[config.mk]
export PLATFORM = sky130hd
export DESIGN_NAME = rr_arbiter8
export DESIGN_NICKNAME = d
export VERILOG_FILES = /design/src/rtl/rr_arbiter8.sv
export SDC_FILE = /design/constraint.sdc
export NUM_CORES = 1
export LEC_CHECK = 0
export CORE_MARGIN = 5
export CORE_UTILIZATION = 45
export DETAILED_ROUTE_END_ITERATION = 10
export DONT_BUFFER_PORTS = 1
export GPL_TIMING_DRIVEN = 0
export PLACE_DENSITY = 0.66
export SETUP_SLACK_MARGIN = 0.05
export SLEW_MARGIN = 20
export SYNTH_ARGS = -nofsm -noshare
export SYNTH_HDL_FRONTEND = slang
export SYNTH_SLANG_ARGS = --single-unit
[constraint.sdc]
create_clock -name clk -period 6.4 [get_ports clk]
set_clock_uncertainty 0.2 [all_clocks]
set_input_delay 0.64 -clock clk [delete_from_list [all_inputs] [get_ports clk]]
set_output_delay 0.64 -clock clk [all_outputs]
set_load 0.02 [all_outputs]
[src/rtl/rr_arbiter8.sv]
// Eight-requester round-robin arbiter with a registered one-hot grant and an
// optional hold limit; every release leaves one idle cycle before the next grant.
module rr_arbiter8 #(
    parameter int MAX_HOLD = 16
) (
    input  logic       clk,
    input  logic       rst_n,
    input  logic [7:0] req,
    output logic [7:0] gnt,
    output logic       gnt_valid,
    output logic       timeout
);

    localparam int CW = (MAX_HOLD < 1) ? 1 : $clog2(MAX_HOLD + 1);
    localparam logic [CW-1:0] HOLD_LIM = CW'(MAX_HOLD);

    typedef enum logic {
        IDLE,
        GRANT
    } state_t;

    state_t        state_q;
    logic [2:0]    ptr_q;
    logic [7:0]    gnt_q;
    logic          gnt_valid_q;
    logic          timeout_q;
    logic [CW-1:0] hold_q;

    logic [14:0] req_dbl;
    logic [7:0]  req_rot;
    logic [2:0]  off_d;
    logic [2:0]  win_d;
    logic        hold_at_lim;

    // Rotate so the pointer position is bit 0, then take the lowest set bit.
    always_comb begin
        req_dbl = {req[6:0], req};
        req_rot = req_dbl[ptr_q +: 8];
        off_d   = 3'd0;
        for (int i = 7; i >= 0; i--) begin
            if (req_rot[i]) off_d = 3'(i);
        end
        win_d       = ptr_q + off_d;
        hold_at_lim = (MAX_HOLD != 0) && (hold_q == HOLD_LIM);
    end

    always_ff @(posedge clk or negedge rst_n) begin
        if (!rst_n) begin
            state_q     <= IDLE;
            ptr_q       <= 3'd0;
            gnt_q       <= 8'h00;
            gnt_valid_q <= 1'b0;
            timeout_q   <= 1'b0;
            hold_q      <= '0;
        end else begin
            case (state_q)
                IDLE: begin
                    timeout_q <= 1'b0;
                    if (|req) begin
                        gnt_q       <= 8'b1 << win_d;
                        gnt_valid_q <= 1'b1;
                        state_q     <= GRANT;
                        hold_q      <= CW'(1);
                        ptr_q       <= win_d + 3'd1;
                    end
                end
                GRANT: begin
                    if (~|(gnt_q & req)) begin
                        gnt_q       <= 8'h00;
                        gnt_valid_q <= 1'b0;
                        timeout_q   <= 1'b0;
                        hold_q      <= '0;
                        state_q     <= IDLE;
                    end else if (hold_at_lim) begin
                        gnt_q       <= 8'h00;
                        gnt_valid_q <= 1'b0;
                        timeout_q   <= 1'b1;
                        hold_q      <= '0;
                        state_q     <= IDLE;
                    end else if (hold_q != '1) begin
                        hold_q <= hold_q + 1'b1;
                    end
                end
                default: begin
                    state_q     <= IDLE;
                    gnt_q       <= 8'h00;
                    gnt_valid_q <= 1'b0;
                    timeout_q   <= 1'b0;
                end
            endcase
        end
    end

    assign gnt       = gnt_q;
    assign gnt_valid = gnt_valid_q;
    assign timeout   = timeout_q;

endmodule

== Yosys cells after proc, flatten, opt, wreduce, memory -nomap -nowiden ==
Index checks and enable logic that the tools add are counted.

* ROM bits: 0
* Register bits after elaboration: 19
* Latch bits: 0
* RAM bits: 0
* Input bits: 10
* Logic and storage cells: 51
* Output and inout bits: 10
* Memories: 0

* Equality and inequality tests: 5
* $mul: 0
* Add/sub/neg operators: 3
* Divide/modulo/power cells: 0
* $lt $le $gt $ge: 0
* Bitwise gates (word level): 2
* Shifts and indexed selects: 2
* Reductions and logical operators: 5
* Muxes and demuxes: 28

{| class="wikitable"
|+ Operators by type and width
! operator !! count
|-
| 3-bit two-way mux || 8
|-
| 8-bit two-way mux || 3
|-
| 5-bit two-way mux || 4
|-
| 8-bit case mux with 2 select lines || 1
|-
| 8-bit OR reduction || 2
|-
| 15-bit by 4-bit variable part select with 8-bit output || 1
|-
| 5-bit case mux with 2 select lines || 1
|-
| 8-bit bitwise AND || 1
|-
| 1-bit two-way mux || 8
|-
| 1-bit by 3-bit left shift with 8-bit output (first input constant) || 1
|-
| 1-bit case mux with 2 select lines || 3
|-
| 2-bit AND reduction || 3
|-
| 5-bit by 1-bit adder with 5-bit output (second input constant) || 1
|-
| 5-bit == test (second input constant) || 1
|-
| 5-bit != test (second input constant) || 1
|-
| 4-bit by 3-bit != test with 1-bit output (second input constant) || 1
|-
| 3-bit by 1-bit adder with 3-bit output (second input constant) || 1
|-
| 3-bit adder || 1
|-
| 3-bit != test (second input constant) || 1
|-
| 2-bit != test (second input constant) || 1
|-
| 1-bit NOT || 1
|}

== Longest topological paths before layout ==
* Depth after elaboration: 13
* Gate-level depth with buffers: 17

== Worst setup path after synthesis ==
No wires, ideal clock.

* Path type: input-to-reg
* From: in req[5]
* To: reg ptr_q[2]
* Stages: 12
* Buffers on the path: 0
* Path slack: 2.717 ns
* Arrival: 3.358 ns
* Library setup time: 0.125 ns
* Cells stage by stage: mux4_2 a211o_1 a21boi_1 and2b_1 o22a_1 ha_1 inv_1 fa_1 xor2_1 xnor2_1 ha_1 mux2_2

* Word-level cells in the longest chain between the ends: 11
* Elaborated cells on any way between the ends: 13
* Classes of those cells: 2 x add/sub; 1 x shift; 8 x mux; 2 x reduce/logical

{| class="wikitable"
|+ Ends and longest elaborated chain
! what !! line !! text
|-
| start: declaration || 8 || <nowiki>input logic [7:0] req,</nowiki>
|-
| 15-bit by 4-bit variable part select with 8-bit output || 38 || <nowiki>req_rot = req_dbl[ptr_q +: 8];</nowiki>
|-
| 3-bit two-way mux (8 in a row) || 41 || <nowiki>if (req_rot[i]) off_d = 3'(i);</nowiki>
|-
| 3-bit adder || 43 || <nowiki>win_d = ptr_q + off_d;</nowiki>
|-
| 3-bit by 1-bit adder with 3-bit output || 64 || <nowiki>ptr_q <= win_d + 3'd1;</nowiki>
|-
| end signal: assignment || 64 ||
|-
| end: declaration || 23 || <nowiki>logic [2:0] ptr_q;</nowiki>
|}

Parallel ways exist; a longest one is shown, timed or not.
A chain may end at the register's enable or synchronous reset.

== Worst setup path after layout ==
* From: reg ptr_q[1]
* To: reg ptr_q[2]

* Word-level cells in the longest chain between the ends: 11

{| class="wikitable"
|+ Ends and longest elaborated chain
! what !! line
|-
| 15-bit by 4-bit variable part select with 8-bit output || 38
|-
| 3-bit two-way mux (8 in a row) || 41
|-
| 3-bit adder (*) || 43
|-
| 3-bit by 1-bit adder with 3-bit output (*) || 64
|}

Mark *: on every way between the ends. The rest lies on a longest branch, timed or not.

==> flow_summary.json <==
{
  "swShare_pct": 51.6,
  "drc": 0,
  "finalCritPeriodShare_pct": 60.8,
  "critPathRequiredTime_ns": 6.35,
  "critPathCapture": "ptr_q[2]",
  "viasPerCell": 6.02,
  "synth-seq-area-share_pct": 26.6,
  "async_flop_share_pct": 100,
  "reg2reg_setup_slack_ns": 2.51,
  "grt_max_degree": 20,
  "die_area_mm2": 0.00532,
  "final_cells": 262,
  "start_util_pct": 47.7,
  "grt_pass1_vias": 1557,
  "synthDistinctLibCells": 52,
  "synth-seq-cells": 19,
  "path_max_fanout": 8,
  "grtUsageTotal_pct": 17.5,
  "hold_path.class": "flop to flop",
  "drt_iter0_drc": 98,
  "fmax_mhz": 257,
  "path_clk_slew_ns": 0.08,
  "diodes": 0,
  "worst_r2r_path_depth": 13,
  "grt_overflow_total": 0,
  "post-dp-hpwl_um": 3400,
  "worstHoldStart": "hold_q[3]",
  "place_inst": 257,
  "cts-resized-gates": 0,
  "postCtsHoldBufs": 1,
  "syn-instance-count": 209,
  "power.leakage_nw": 0.806,
  "period_needed_ns": 3.89,
  "seqPwrFrac_pct": 20.7,
  "io_buffers": 0,
  "cts_sinks": 19,
  "grt_first_pass_wirelength_um": 7380,
  "finalWeightedCongestion": 0.876,
  "hold_viol": 0,
  "drtPass1Iterations": 5,
  "slew_headroom_pct": 36.9,
  "yosysWarningCount": 0,
  "antenna_found_initial": 0,
  "finalCoreUtilization_pct": 50.8,
  "cts_buffers": 3,
  "crit_start": "ptr_q[1]",
  "p_int_mw": 0.453,
  "timing.rr.start": "ptr_q[1]",
  "clockPowerShare_pct": 9.5,
  "setup_viol": 0,
  "synth_ff_type": "dfrtp_1",
  "netlist_area_mm2": 0.00178,
  "syn_nets": 229,
  "reg2reg_to": "ptr_q[2]",
  "yosys.area.top_type": "dfrtp_1",
  "drive_gt1_share_pct": 13.1,
  "cts_tree": "yes",
  "synth_edf_count": 0,
  "multi_input_area_mm2": 0.00120,
  "cts-htree-levels": 1,
  "rsz0062_at_grt": "no",
  "core-area_mm2": 0.00374,
  "slew_violations": 0,
  "area_growth_pct": 6.52,
  "yosys.area.top_type_share_pct": 26.6,
  "die_width_um": 73.0,
  "power_density_mw_per_mm2": 492,
  "vias": 1578,
  "rows": 22,
  "final_nets": 235,
  "synth_area_leaders": "dfrtp_1 27%, nand2_1 6.5%, ha_1 6.3%",
  "status": "finished clean",
  "drt-total-wl_um": 4500,
  "switchingPower_mw": 0.482,
  "maxCapViolCount": 0,
  "start_kind": "flop",
  "avgSynthCellArea_um2": 8.54,
  "p_comb_share_pct": 69.8,
  "ios": 20,
  "endpoint_kind": "flop",
  "tns_ns": 0,
  "vdd_drop_max_mv": 0.405,
  "cp.arrival_ns": 3.84,
  "clk_latency_ns": 0.26,
  "criticalPathCategory": "flop to flop",
  "fill_cells": 388,
  "cts-root-buf": "clkbuf_8",
  "ant_nets": 0,
  "max-clock-path-buffers": 2,
  "worst_pin_slew_ns": 0.944,
  "post_drt_wl_per_cell_um": 17.2,
  "die_y_um": 73.0,
  "seq_area_um2": 475,
  "post_cts_buffers": 0
}
through the flow:
| step | instance area, um^2 | hold WS [ns] | setup slack (ns) | power, mW |
|---|---|---|---|---|
| floorplan | 1780 | 0.144 | 2.72 | 0.703 |
| global placement | 1840 | 0.145 | 2.37 | 0.833 |
| detailed placement | 1840 | 0.145 | 2.40 | 0.838 |
| CTS | 1900 | 0.306 | 2.51 | 0.933 |
| global route | 1900 | 0.317 | 2.33 | 1.02 |
| finish | 1900 | 0.308 | 2.51 | 0.935 |
layout make-up:
class                           instances  area share, %
Buffer                                  9           3.55
Clock buffer                            3           2.17
Clock inverter                          1          0.263
Inverter                               10           1.97
Multi-Input combinational cell        171           63.3
Sequential cell                        19           25.0
Tap cell                               48           3.16
Timing Repair Buffer                    1          0.527
synth_stat cells, drive strengths merged, types with 2 or more instances:
| cell | instances |
|---|---|
| nand2 | 32 |
| nor2 | 20 |
| dfrtp | 19 |
| o21ai | 12 |
| nand3 | 10 |
| a21oi | 9 |
| ha | 9 |
| inv | 9 |
| nor3 | 9 |
| o2111ai | 8 |
| a222oi | 7 |
| buf | 7 |
| a31oi | 5 |
| and2 | 5 |
| a22oi | 4 |
| nor2b | 4 |
| and3 | 3 |
| mux2 | 3 |
| nand4 | 3 |
| a211o | 2 |
| a21o | 2 |
| a22o | 2 |
| clkbuf | 2 |
| mux2i | 2 |
| nand2b | 2 |
| nand4b | 2 |
| xnor2 | 2 |
sequential cells by signal, summed over array words and instances (netlist names):
name	cells
state_q	1
gnt	8
timeout	1
hold_q	5
ptr_q	3
gnt_valid	1
worst min path at each step:
stage                            to  slack (ns)  cells after the start
after floorplan              gnt[0]        0.14                      0
after global placement    hold_q[3]        0.15                      0
after detailed placement  hold_q[2]        0.15                      0
after CTS                 hold_q[3]        0.31                      1
after global routing      hold_q[3]        0.32                      1
final                     hold_q[3]        0.31                      1
critical path, cell delays in order (launching register included):
cell and delay (ns):
dfrtp_1 0.35, buf_6 0.14, mux4_2 0.51, a211o_1 0.23, a21boi_1 0.18, and2b_1 0.15, o22a_1 0.13, ha_1 0.15
inv_1 0.06, fa_1 0.40, xor2_1 0.55, xnor2_1 0.17, ha_1 0.31, mux2_2 0.26
cells in the final DEF (no fill, tap or decap), drive strengths merged, types with 2 or more instances in the layout:
| cell | instances |
|---|---|
| and3 | 3 |
| nand3 | 10 |
| inv | 9 |
| mux2 | 3 |
| nand4b | 2 |
| nor2b | 4 |
| nand4 | 3 |
| o2111ai | 8 |
| nand2b | 2 |
| xnor2 | 2 |
| buf | 7 |
| nor3 | 9 |
| clkinv | 2 |
| a222oi | 7 |
| o21ai | 12 |
| a22o | 2 |
| ha | 9 |
| clkbuf | 5 |
| a21oi | 9 |
| mux2i | 2 |
| a21o | 2 |
| nand2 | 32 |
| dfrtp | 19 |
| a211o | 2 |
| a22oi | 4 |
| and2 | 5 |
| a31oi | 5 |
| nor2 | 20 |
cell families after synthesis:
family          after synthesis  share of synthesized area [%]
simple gates                 92                           25.9
compound gates               60                           28.4
buf+inv                      19                           5.89
flops                        19                           26.6
fa+ha+maj                    10                           7.43
mux                           6                           4.28
xor+xnor                      3                           1.47
metal layers:
layer	track usage, %	wire, um	up-vias
met5	0	0	-
met4	2.87	37	0
met2	29.1	2150	37
met1	23.7	2110	741
li1	-	-	796
met3	3.86	205	4
power groups by stage:
| stage | clock [mW] | sequential, mW | combinational (mW) |
|---|---|---|---|
| finish | 0.0889 | 0.193 | 0.652 |
| global route | 0.0953 | 0.198 | 0.727 |
| CTS | 0.0900 | 0.194 | 0.649 |
| detailed placement | 0 | 0.196 | 0.641 |
| global placement | 0 | 0.196 | 0.637 |
| floorplan | 0 | 0.187 | 0.516 |
Note: power is estimated with default switching activity, not from simulation.
